--- src/rtl/ps2_pkg.sv ---
// Shared types and constants for the PS/2 host controller.
package ps2_pkg;

   typedef enum logic [2:0] {
      ST_IDLE,
      ST_RX,
      ST_INHIBIT,
      ST_REQ,
      ST_TXB,
      ST_ACK,
      ST_WREL
   } ps2_state_e;

   localparam int PS2_FRAME_BITS = 11;

   localparam logic [7:0] SC_EXTEND   = 8'hE0;
   localparam logic [7:0] SC_BREAK    = 8'hF0;
   localparam logic [7:0] CMD_SET_LED = 8'hED;
   localparam logic [7:0] CMD_RESET   = 8'hFF;
   localparam logic [7:0] RSP_ACK     = 8'hFA;

   function automatic logic odd_parity(input logic [7:0] d);
      return ~^d;
   endfunction

endpackage

--- src/rtl/ps2_sync_edge.sv ---
// Two-flop synchronisers for the PS/2 clock and data pads, plus clock fall detect.
module ps2_sync_edge (
   input  logic gclk,
   input  logic grst_n,
   input  logic clk_pad,
   input  logic dat_pad,
   output logic clk_s,
   output logic dat_s,
   output logic fall
);

   logic [1:0] clk_ff;
   logic [1:0] dat_ff;
   logic       clk_prev;

   // Idle PS/2 lines float high, so the pipeline resets to 1 to avoid a false fall.
   always_ff @(posedge gclk or negedge grst_n) begin
      if (!grst_n) begin
         clk_ff   <= 2'b11;
         dat_ff   <= 2'b11;
         clk_prev <= 1'b1;
      end else begin
         clk_ff   <= {clk_ff[0], clk_pad};
         dat_ff   <= {dat_ff[0], dat_pad};
         clk_prev <= clk_ff[1];
      end
   end

   assign clk_s = clk_ff[1];
   assign dat_s = dat_ff[1];
   assign fall  = clk_prev & ~clk_ff[1];

endmodule

--- src/rtl/ps2_host_ctrl.sv ---
// PS/2 host: receives device frames, sends command frames, and arbitrates the
// shared open-drain clock/data lines between the two directions.
module ps2_host_ctrl
   import ps2_pkg::*;
#(
   parameter int CLK_HZ     = 25_000_000,
   parameter int INHIBIT_US = 100,
   parameter int TIMEOUT_MS = 15
) (
   input  logic       vga_clk,
   input  logic       reset_n,
   input  logic       ps2_clk_i,
   input  logic       ps2_dat_i,
   output logic       ps2_clk_oe,
   output logic       ps2_dat_oe,
   input  logic       cmd_valid,
   input  logic [7:0] cmd_data,
   output logic       cmd_ready,
   output logic       tx_done,
   output logic       tx_err,
   output logic       rx_valid,
   output logic [7:0] rx_data,
   output logic       rx_err
);

   localparam int INH_CYC = CLK_HZ / 1_000_000 * INHIBIT_US;
   localparam int TO_CYC  = CLK_HZ / 1_000 * TIMEOUT_MS;
   localparam int MAX_CYC = (INH_CYC > TO_CYC) ? INH_CYC : TO_CYC;
   localparam int CW      = $clog2(MAX_CYC + 1);

   localparam logic [CW-1:0] TO_LAST   = CW'(TO_CYC - 1);
   localparam logic [CW-1:0] INH_LAST2 = CW'(INH_CYC - 2);
   localparam logic [3:0]    RX_LAST   = 4'(PS2_FRAME_BITS - 1);

   ps2_state_e state, state_n;
   logic [CW-1:0] cnt, cnt_n;
   logic [3:0]    bitcnt, bitcnt_n;
   logic [9:0]    rx_sh, rx_sh_n, frame;
   logic [8:0]    tx_frame, tx_frame_n;
   logic          ack_ok, ack_ok_n;
   logic          clk_oe_n, dat_oe_n;
   logic          rx_valid_n, rx_err_n, tx_done_n, tx_err_n;
   logic [7:0]    rx_data_n;
   logic          ready_en, tx_abort;
   logic          clk_s, dat_s, fall, tmo;

   ps2_sync_edge u_sync (
      .gclk   (vga_clk),
      .grst_n (reset_n),
      .clk_pad(ps2_clk_i),
      .dat_pad(ps2_dat_i),
      .clk_s  (clk_s),
      .dat_s  (dat_s),
      .fall   (fall)
   );

   assign frame = {dat_s, rx_sh[9:1]};
   assign tmo   = (cnt == TO_LAST) && !fall;

   always_ff @(posedge vga_clk or negedge reset_n) begin
      if (!reset_n) begin
         state      <= ST_IDLE;
         cnt        <= '0;
         bitcnt     <= '0;
         rx_sh      <= '0;
         tx_frame   <= '0;
         ack_ok     <= 1'b0;
         ps2_clk_oe <= 1'b0;
         ps2_dat_oe <= 1'b0;
         rx_valid   <= 1'b0;
         rx_data    <= 8'h00;
         rx_err     <= 1'b0;
         tx_done    <= 1'b0;
         tx_err     <= 1'b0;
         ready_en   <= 1'b0;
      end else begin
         state      <= state_n;
         cnt        <= cnt_n;
         bitcnt     <= bitcnt_n;
         rx_sh      <= rx_sh_n;
         tx_frame   <= tx_frame_n;
         ack_ok     <= ack_ok_n;
         ps2_clk_oe <= clk_oe_n;
         ps2_dat_oe <= dat_oe_n;
         rx_valid   <= rx_valid_n;
         rx_data    <= rx_data_n;
         rx_err     <= rx_err_n;
         tx_done    <= tx_done_n;
         tx_err     <= tx_err_n;
         ready_en   <= 1'b1;
      end
   end

   always_comb begin
      state_n    = state;
      cnt_n      = cnt;
      bitcnt_n   = bitcnt;
      rx_sh_n    = rx_sh;
      tx_frame_n = tx_frame;
      ack_ok_n   = ack_ok;
      clk_oe_n   = ps2_clk_oe;
      dat_oe_n   = ps2_dat_oe;
      rx_valid_n = 1'b0;
      rx_data_n  = rx_data;
      rx_err_n   = rx_err;
      tx_done_n  = 1'b0;
      tx_err_n   = tx_err;
      cmd_ready  = 1'b0;
      tx_abort   = 1'b0;

      case (state)
         ST_IDLE: begin
            cnt_n     = '0;
            clk_oe_n  = 1'b0;
            dat_oe_n  = 1'b0;
            cmd_ready = ready_en && !fall;
            if (fall) begin
               if (!dat_s) begin
                  state_n  = ST_RX;
                  bitcnt_n = 4'd1;
               end
            end else if (cmd_valid && cmd_ready) begin
               tx_frame_n = {odd_parity(cmd_data), cmd_data};
               clk_oe_n   = 1'b1;
               state_n    = ST_INHIBIT;
            end
         end

         ST_RX: begin
            if (fall) begin
               rx_sh_n  = frame;
               bitcnt_n = bitcnt + 4'd1;
               cnt_n    = '0;
               if (bitcnt == RX_LAST) begin
                  rx_valid_n = 1'b1;
                  rx_data_n  = frame[7:0];
                  rx_err_n   = (frame[8] != odd_parity(frame[7:0])) | ~frame[9];
                  state_n    = ST_IDLE;
               end
            end else if (tmo) begin
               rx_valid_n = 1'b1;
               rx_err_n   = 1'b1;
               state_n    = ST_IDLE;
            end else begin
               cnt_n = cnt + CW'(1);
            end
         end

         // Data is pulled one cycle before the clock is released, and that
         // overlap cycle is the last of the INH_CYC inhibit cycles.
         ST_INHIBIT: begin
            clk_oe_n = 1'b1;
            if (cnt == INH_LAST2) begin
               dat_oe_n = 1'b1;
               cnt_n    = '0;
               state_n  = ST_REQ;
            end else begin
               cnt_n = cnt + CW'(1);
            end
         end

         ST_REQ: begin
            clk_oe_n = 1'b0;
            dat_oe_n = 1'b1;
            bitcnt_n = '0;
            cnt_n    = '0;
            state_n  = ST_TXB;
         end

         ST_TXB: begin
            if (fall) begin
               cnt_n    = '0;
               bitcnt_n = bitcnt + 4'd1;
               if (bitcnt <= 4'd8) begin
                  dat_oe_n = ~tx_frame[bitcnt];
               end else begin
                  dat_oe_n = 1'b0;
                  state_n  = ST_ACK;
               end
            end else if (tmo) begin
               tx_abort = 1'b1;
            end else begin
               cnt_n = cnt + CW'(1);
            end
         end

         ST_ACK: begin
            if (fall) begin
               ack_ok_n = ~dat_s;
               cnt_n    = '0;
               state_n  = ST_WREL;
            end else if (tmo) begin
               tx_abort = 1'b1;
            end else begin
               cnt_n = cnt + CW'(1);
            end
         end

         ST_WREL: begin
            if (clk_s && dat_s) begin
               tx_done_n = 1'b1;
               tx_err_n  = ~ack_ok;
               state_n   = ST_IDLE;
            end else if (fall) begin
               cnt_n = '0;
            end else if (tmo) begin
               tx_abort = 1'b1;
            end else begin
               cnt_n = cnt + CW'(1);
            end
         end

         default: state_n = ST_IDLE;
      endcase

      if (tx_abort) begin
         clk_oe_n  = 1'b0;
         dat_oe_n  = 1'b0;
         tx_done_n = 1'b1;
         tx_err_n  = 1'b1;
         state_n   = ST_IDLE;
      end
   end

endmodule
--- config.mk ---
export PLATFORM = sky130hd
export DESIGN_NAME = ps2_host_ctrl
export DESIGN_NICKNAME = d
export VERILOG_FILES = /design/src/rtl/ps2_pkg.sv /design/src/rtl/ps2_sync_edge.sv /design/src/rtl/ps2_host_ctrl.sv
export SDC_FILE = /design/constraint.sdc
export NUM_CORES = 1
export LEC_CHECK = 0
export CAP_MARGIN = 5
export CORE_MARGIN = 2
export CORE_UTILIZATION = 55
export DETAILED_ROUTE_END_ITERATION = 8
export DONT_BUFFER_PORTS = 1
export GPL_TIMING_DRIVEN = 0
export PLACE_DENSITY = 0.72
export SYNTH_ARGS = -nofsm -noshare
export SYNTH_HDL_FRONTEND = slang
export SYNTH_SLANG_ARGS = --single-unit
export TNS_END_PERCENT = 100
--- constraint.sdc ---
create_clock -name vga_clk -period 5.2 [get_ports vga_clk]
set_input_delay 0.52 -clock vga_clk [delete_from_list [all_inputs] [get_ports vga_clk]]
set_output_delay 0.52 -clock vga_clk [all_outputs]
set_load 0.05 [all_outputs]
==> results of run 1 <==
power breakdown:
part,internal [uW],total (uW),switching [uW]
Clock,233,436,203
Sequential,509,511,2.15
Combinational,9.91,26.7,16.8
Total,752,975,222
timing repair:
item | CTS | global route
endpoints found under the hold margin | 60 | 0
buffers inserted | 0 | 0
hold buffers | 1 | 0
critical path, cell delays in order (launching register included):
cell and delay, ns:
sky130_fd_sc_hd__dfrtp_1 0.38, sky130_fd_sc_hd__clkbuf_1 0.23, sky130_fd_sc_hd__inv_1 0.17, sky130_fd_sc_hd__ha_1 0.16
sky130_fd_sc_hd__nand2b_1 0.05, sky130_fd_sc_hd__a2111oi_0 0.74, sky130_fd_sc_hd__a21oi_1 0.11, sky130_fd_sc_hd__o211a_1 0.30
sky130_fd_sc_hd__nand2_1 0.08, sky130_fd_sc_hd__mux2_2 0.32
kinds of logic (layout without fill, tap and decap cells):
kind of cell,Yosys count,after routing,synth area share
adder cells (fa/ha/maj),5,5,0.0184
XOR/XNOR,28,28,0.0722
flip-flops,65,65,0.481
AO/OA/AOI/OAI,58,58,0.113
AND/OR/NAND/NOR,121,121,0.186
other,1,1,0.00110
buffers and inverters,24,41,0.0295
multiplexers,28,28,0.0991
per-stage QoR:
stage | utilization | instance area [sq um] | cells
after floorplan | - | 3400 | 330
after global placement | 0.586 | 3490 | 405
after detailed placement | 0.586 | 3490 | 405
after CTS | 0.624 | 3710 | 422
after global routing | 0.624 | 3710 | 422
final | 0.624 | 3710 | 422
final cells by class:
type | count | share of cell area
buffer | 14 | 0.0168
clock buffer | 11 | 0.0381
clock inverter | 5 | 0.0148
inverter | 10 | 0.0101
multi-input combinational | 241 | 0.448
sequential | 65 | 0.440
tap | 75 | 0.0253
timing repair buffer | 1 | 0.00741
path summary, 6_finish.rpt:
check | cells past startpoint | startpoint | endpoint | slack (ns)
worst max-delay path | 9 | bitcnt[0] | state[0] | 2.55
worst min-delay path | 0 | reset_n | u_sync.dat_ff[1] | 0.02
worst max register to register | 9 | bitcnt[0] | state[0] | 2.55
worst min register to register | 0 | u_sync.dat_ff[0] | u_sync.dat_ff[1] | 0.35
max in group asynchronous | 1 | reset_n | ps2_dat_oe | 4.90
min in group vga_clk | 0 | ps2_clk_i | u_sync.clk_ff[0] | 0.18
cell usage in the layout, fill, tap and decap left out, types with 3 or more instances in the layout:
cell type	n
sky130_fd_sc_hd__ha_1	5
sky130_fd_sc_hd__o211ai_1	3
sky130_fd_sc_hd__nor3_1	3
sky130_fd_sc_hd__xor2_1	8
sky130_fd_sc_hd__nand2_1	32
sky130_fd_sc_hd__or4_1	5
sky130_fd_sc_hd__xnor2_1	20
sky130_fd_sc_hd__a211oi_1	3
sky130_fd_sc_hd__a21oi_1	15
sky130_fd_sc_hd__o31ai_1	5
sky130_fd_sc_hd__nand4_1	9
sky130_fd_sc_hd__dfstp_2	5
sky130_fd_sc_hd__nand2b_1	7
sky130_fd_sc_hd__clkbuf_1	9
sky130_fd_sc_hd__nand3_1	15
sky130_fd_sc_hd__mux2_2	25
sky130_fd_sc_hd__inv_1	10
sky130_fd_sc_hd__and3_1	4
sky130_fd_sc_hd__clkbuf_8	10
sky130_fd_sc_hd__and4_1	4
sky130_fd_sc_hd__nand4b_1	3
sky130_fd_sc_hd__a31oi_1	3
sky130_fd_sc_hd__or3_1	3
sky130_fd_sc_hd__o21ai_0	13
sky130_fd_sc_hd__dfrtp_1	60
sky130_fd_sc_hd__nor2_1	26
sequential cells by signal, summed over array words and instances (netlist names), 2 cells and up:
| name | count |
|---|---|
| cnt | 19 |
| rx_sh | 9 |
| tx_frame | 9 |
| rx_data | 8 |
| bitcnt | 4 |
| state | 3 |
| u_sync.clk_ff | 2 |
| u_sync.dat_ff | 2 |
routing by layer:
metal | global-route usage | up-vias | wire length [um]
met2 | 0.393 | 93 | 3520
met4 | 0.0885 | 0 | 125
li1 | - | 1217 | -
met1 | 0.334 | 1267 | 3500
met5 | 0 | - | 0
met3 | 0.0478 | 16 | 419
==> summary by stage, run 1 <==
Status
The run finished with clean final reports.

Clock tree
The TritonCTS buffer count is 9. The post-cts repair resize count is 0. The H-tree generated during clock tree synthesis spans 3 levels. For the worst-skew pair, the clock arrives at the later sink with an insertion delay of 0.34 ns.

The number of clock sinks seen by CTS is between 60 and 70. Counting along the longest clock path gives a buffer depth of 2. The clock-pin slew reported for the worst setup and hold paths after clock tree synthesis is 0.07 ns.

The CTS tree is yes. The cell sitting at the root of the clock tree is a sky130_fd_sc_hd__clkbuf_8.

Placed design
The placer's final routability congestion estimate is approximately 0.87. The count of port buffers added during placement is 0. The pre-CTS setup slack is 2.60 ns. After legalization and detailed placement, the total HPWL measured roughly 5200 um.

Routing
Dividing the detail-routed wire length by the instance count gives between 15 and 20 um. The via count is approximately 2600. The detailed-route vias per instance is roughly 6.1.

The number of DRC violations after detailed-routing iteration 0 is about 240. The total iterations of the first detailed-routing run is 5. The final routed DRC violation total is 0. Wires add up to ~7600 um.

The detail route stage leaves a number of antenna-violating nets equal to 0.

Critical path
For the worst setup path, the data required time is between 5 and 6 ns. Data on the critical path arrives at its endpoint at around 2.9 ns. The critical path capture point type is a flip-flop. The highest net fanout along the worst path is 10. The category of the critical setup timing path is flip-flop to flip-flop. STA classifies the critical path startpoint as a flip-flop.

Die
The top-level port count is 28. The die extent in x is about 83 um. For this configuration, the core starts out at a cell density of 0.570. The height of the die is roughly 83 um. The die covers about 0.0068 sq mm. The floorplan has 28 rows. The area of the placeable core is between 0.005 and 0.006 sq mm.

STA
The shortest period the worst path allows is ~2.6 ns. The tightest hold path in the finished design has a slack of about 0.021 ns. The maximum clock frequency is between 0.3 and 0.4 GHz. The final worst-path cycle share is 0.509. Adding up every negative setup slack in the final design gives 0 ns. Setup repair after global routing left no endpoint under its margin.

The clock skew is between 0.015 and 0.02 ns. The worst pin sits at a relative slew slack of 0.443. The transition time of the tightest slew-check pin is 0.814 ns. Setup violations remaining at the end of the flow were counted as 0.

The post-layout worst setup margin is 2.55 ns. The max-slew violation count is 0. The final hold violation count is 0.

Power and ir drop
The power per cell area is 262 mW/mm^2. The maximum vdd ir drop is 0.000234 V. The total power draw is a little under 1000 uW. The leakage dissipation is around 0.0017 uW.

Run
The tool flagged a number of max-cap violations equal to 0.

Synthesis
The average instance area after synthesis is ~10 sq um. The fraction of registers with async set or reset after synthesis is 1.00. The number of library cell types mapped by synthesis is between 50 and 60. The number of flip-flops and latches in the synthesized netlist is between 60 and 70. The commonest cells after synthesis are 60 x sky130_fd_sc_hd__dfrtp_1, 32 x sky130_fd_sc_hd__nand2_1, 26 x sky130_fd_sc_hd__nor2_1.

The leading register cell type out of synthesis is sky130_fd_sc_hd__dfrtp_1. The fraction of the yosys area taken by sequential cells is 0.481. The number of flops mapped to enable cells by yosys is 0. The instance count of the mapped netlist is 330. The cell taking the most area after synthesis is sky130_fd_sc_hd__dfrtp_1.

The count of synthesis-stage warnings from yosys is 0. By instance count, the leading cell after synthesis is sky130_fd_sc_hd__dfrtp_1. The synthesized net count is about 350. Of the post-synthesis cell area, the dominant cell type holds 0.442. Summing every instance area after synthesis gives roughly 0.0034 sq mm. Yosys attributes the largest share of cell area to sky130_fd_sc_hd__dfrtp_1 44%, sky130_fd_sc_hd__mux2_2 8.3%, sky130_fd_sc_hd__xnor2_1 5.2%.

Global routing
The first global-routing pass estimated 12600 um of wire. The overall fraction of global-route tracks in use is 0.246. The via count of the first global-routing pass is ~2600. The initial antenna violation count is 0. The final global-route overflow total is 0. Entering global routing, the biggest net connects 61 pins.

Final layout
The filler cells instantiated in the layout total 509. Of the cells placed in the final design, the portion with a size suffix greater than 1 is 0.164. The antenna diode count is 0. Across the whole layout, storage elements account for ~0.0016 sq mm.

The multi-input gate area in the final layout is 0.00166 sq mm. The number of nets at the end of the flow is 360. The area growth from synthesis to layout is 9.36%.

Min path
The path category of the worst min-delay check is input pin to async pin.
No activity file was read; power rests on OpenSTA's default activity.
==> inputs of run 2 (changes only) <==
Settings changed: PLACE_DENSITY 0.72 to 0.75.
Clock period 5.2 ns to 2.1 ns, I/O delays scaled along.
==> run 2 against run 1 <==
The run now ends with setup timing left; critical path depth down 2; sequential cell count unchanged; worst setup slack worse by 2.6 ns; global-route usage shrank 0.62 points; core utilization rose by 5.5 points; register-to-register slack got worse by 2.6 ns; largest power group unchanged; highest routed layer unchanged.
==> summary by stage, run 2 (synthesized netlist as in run 1, its figures left out) <==
Status
The flow ran to the end, but the final reports show violations. The final reports fail on setup timing.

STA
The tightest slew margin relative to the limit came to 0.648 (+0.204). The transition time of the tightest slew-check pin is 0.528 ns (-0.286 ns). Setup repair after global routing could not meet its margin everywhere. The max-slew violation count is 0 (unchanged).

The maximum clock frequency is 0.473 GHz (+25%). The post-layout worst setup margin is -0.0150 ns (-2.57 ns). The final worst-path cycle share is 1.01 (+0.498). The clock skew came to 0.0110 ns (-0.00409 ns).

The final hold violation count was 0 (unchanged). The setup violation total in the final timing report is 1 (+1). The shortest period the worst path allows is 2.12 ns (-0.531 ns).

Power and ir drop
The leakage dissipation is 0.00178 uW (+6.4%). The internal power component is 1870 uW (+150%). The switching component of the power is 557 uW (+150%). The clock group share of total power was 0.448 (about the same).

The maximum vdd ir drop was 0.000471 V (+100%). The switching share of power was 0.229 (+0.000998). The power per cell area is 601 mW/mm^2 (+130%). The relative contribution of sequential cells to total power is 0.521 (-0.004). The relative contribution of combinational cells to total power is 0.031 (+0.004).

Routing
The final routed DRC violation total came to 0 (unchanged). The routed length on met3 is 518 um (+24%). The highest routing layer actually used is met4. The total length of routed wires is 7420 um (-2.0%). The routed metal-1 wirelength came to 3170 um (-9.4%). The via count is 2660 (+2.6%).

The final routed wire length divided by cell count is 17.1 um (-4.9%). The met2 wire length came to 3580 um (+1.6%). The total iterations of the first detailed-routing run is 5 (unchanged).

The detailed-route vias per instance is 6.11 (-0.48%). The number of DRC violations after detailed-routing iteration 0 came to 182 (-25%). The number of routed nets with antenna violations was 0 (unchanged).

Critical path
Traced cell by cell, the critical path runs through ha_4, nand4b_1, nor4_4, a31o_1, a211o_4, or4_4, a21oi_2. The highest-delay cell along the critical path is sky130_fd_sc_hd__or4_4. The setup slack on the worst flop-to-flop path is -0.02 ns (-2.57 ns).

The endpoint arrival time on the critical path is 2.39 ns (-0.48 ns). The critical path capture point type is a flip-flop. The stage delay of the slowest cell on the critical path is 0.49 ns (-0.25 ns). The startpoint identified for the worst register-to-register timing path is cnt[0]. The critical path in this run is classified as flip-flop to flip-flop.

The highest net fanout along the worst path is 6 (-4). The kind of cell adding the most delay to the critical path is compound AO/OA/AOI/OAI gates. The number of cells on the worst reg-to-reg path is 7 (-2). The reg-to-reg critical path endpoint is cnt[9].

The sum of buffers and inverters on the critical path is 0 (-2). The startpoint class of the critical path is a flip-flop. The required arrival time at the worst endpoint was 2.37 ns (-3.06 ns). The depth of the critical timing path with buffers and inverters included was 7 (-2).

Final layout
Leaving out fill and tap cells, the most frequent cells in the layout are 56 x sky130_fd_sc_hd__dfrtp_1, 32 x sky130_fd_sc_hd__nand2_1, 25 x sky130_fd_sc_hd__nor2_1, 25 x sky130_fd_sc_hd__mux2_2, 20 x sky130_fd_sc_hd__xnor2_1. The footprint of the flip-flops and latches is 0.00164 sq mm (+0.31%). The utilization of the core after routing came to 0.679 (+0.0553).

The post-layout instance count excluding filler cells is 435 (+3.1%). The area growth from synthesis to layout is 19.0%. In the final layout, the registers with the most flip-flops are cnt x19, rx_sh x9, tx_frame x9. The fraction of final layout cells sized beyond drive strength 1 was 0.286 (+0.122). The number of nets at the end of the flow is 373 (+3.6%). The flip-flop count of the largest register, all copies and words added is 19 (unchanged). The multi-input gate area in the final layout is 0.00184 sq mm (+10%).

The fill cell total of the finished layout is 455 (-11%). The largest register by flop count is cnt. The library cell used most frequently in the layout, excluding fill and tap cells, is sky130_fd_sc_hd__dfrtp_1. The antenna diode count is 0 (unchanged).

Global routing
The via count of the first global-routing pass is 2540 (-2.8%). The initial antenna violation count is 0 (unchanged). The largest net degree at the start of global routing was 66 (+8.2%). The overall fraction of global-route tracks in use came to 0.240 (-0.00623). The final global-route overflow total is 0 (unchanged).

The wire length of the first global-routing pass is 12200 um (-3.2%).

Die
The height of the die came to 82.6 um (unchanged). The number of cell rows was 28 (unchanged). The die extent in x was 82.6 um (unchanged).

The area of the die is 0.00682 sq mm (unchanged). The initial core utilization is 0.570 (unchanged). The area of the placeable core came to 0.00596 sq mm (unchanged).

The top-level port count was 28 (unchanged).

Placed design
The pre-CTS setup slack is -0.305 ns (-2.90 ns). The cell count after placement is 405 (unchanged). The count of port buffers added during placement was 0 (unchanged). The placer's final routability congestion estimate is 0.856 (-1.4%).

The post-detailed-placement half-perimeter wirelength is 4930 um (-4.9%).

Clock tree
The maximum clock path buffer count was 2 (unchanged). The TritonCTS buffer count came to 9 (unchanged). The insertion delay to the later sink of the worst-skew pair is 0.34 ns (about the same). TritonCTS built the clock tree. The number of clock sinks seen by CTS is 65 (unchanged).

The clock-pin slew reported for the worst setup and hold paths after clock tree synthesis is 0.08 ns (about the same). The number of H-tree levels is 3 (unchanged). The root buffer cell chosen for the clock tree is sky130_fd_sc_hd__clkbuf_8.

Run
The count of maximum capacitance violations came to 0 (unchanged).

Min path
The count of cells along the worst hold path is 1. The worst hold path terminates at tx_frame[0]. The startpoint of the worst hold path is cmd_data[0]. The path category of the worst min-delay check is input pin to flip-flop.
-- run 2: cell types whose count changed in the layout (fill, tap and decap cells not counted), moves of 4 or more --
cell / previous run / this run
sky130_fd_sc_hd__buf_4: 2 / 16
sky130_fd_sc_hd__dfrtp_1: 60 / 56
sky130_fd_sc_hd__clkbuf_1: 9 / 3
sky130_fd_sc_hd__dfrtp_2: 0 / 4
sky130_fd_sc_hd__a21oi_2: 0 / 5
sky130_fd_sc_hd__a21oi_1: 15 / 10
-- run 2: stage by stage --
step / setup TNS, ns / hold slack (ns) / cell area [sq um] / power (uW)
2_1_floorplan: 0 / -0.0856 / 3410 / 1320
3_3_place_gp: -5.50 / -0.0839 / 3500 / 1330
3_5_place_dp: -6.84 / -0.0843 / 3500 / 1330
4_1_cts: 0 / 0.00398 / 3880 / 2450
5_1_grt: -0.297 / 0.00486 / 4040 / 2520
6_report: -0.0150 / 0.0109 / 4040 / 2430
-- run 2: layout make-up --
type,count,share of cell area
timing repair buffer,19,0.0421
tap,75,0.0232
clock inverter,6,0.0167
inverter,10,0.00928
buffer,9,0.0155
multi-input combinational,241,0.454
clock buffer,10,0.0340
sequential,65,0.405
-- run 2: worst max path at each step --
stage | from | endpoint | slack, ns
2_1_floorplan | bitcnt[0] | state[0] | 0.00003
3_3_place_gp | cnt[0] | cnt[16] | -0.30
3_5_place_dp | cnt[0] | cnt[14] | -0.31
4_1_cts | cnt[0] | state[0] | 0.003
5_1_grt | cnt[0] | cnt[9] | -0.09
6_report | cnt[0] | cnt[9] | -0.02
-- run 2: metal layers --
layer | up-vias | track usage
met2 | 91 | 0.370
met5 | - | 0
met4 | 0 | 0.108
met3 | 19 | 0.0576
met1 | 1304 | 0.321
li1 | 1246 | -
-- run 2: repair_timing --
item	CTS	global route
endpoints found under the setup margin	41	44
hold endpoints to repair	67	0
hold buffers	4	0
pin swaps	13	9
buffers inserted	8	7
gates resized for setup	15	27
-- run 2: power groups by stage --
stage	sequential (uW)	clock, uW	combinational [uW]
finish	1270	1090	76.2
global route	1270	1170	87.4
CTS	1270	1110	76.7
detailed placement	1290	0	37.7
global placement	1290	0	37.3
floorplan	1290	0	32.5
-- run 2: worst reg2reg max path, stage by stage, from the launching register on --
cell,delay (ns)
sky130_fd_sc_hd__dfrtp_2,0.45
sky130_fd_sc_hd__ha_4,0.18
sky130_fd_sc_hd__nand4b_1,0.14
sky130_fd_sc_hd__nor4_4,0.07
sky130_fd_sc_hd__a31o_1,0.22
sky130_fd_sc_hd__a211o_4,0.37
sky130_fd_sc_hd__or4_4,0.49
sky130_fd_sc_hd__a21oi_2,0.13
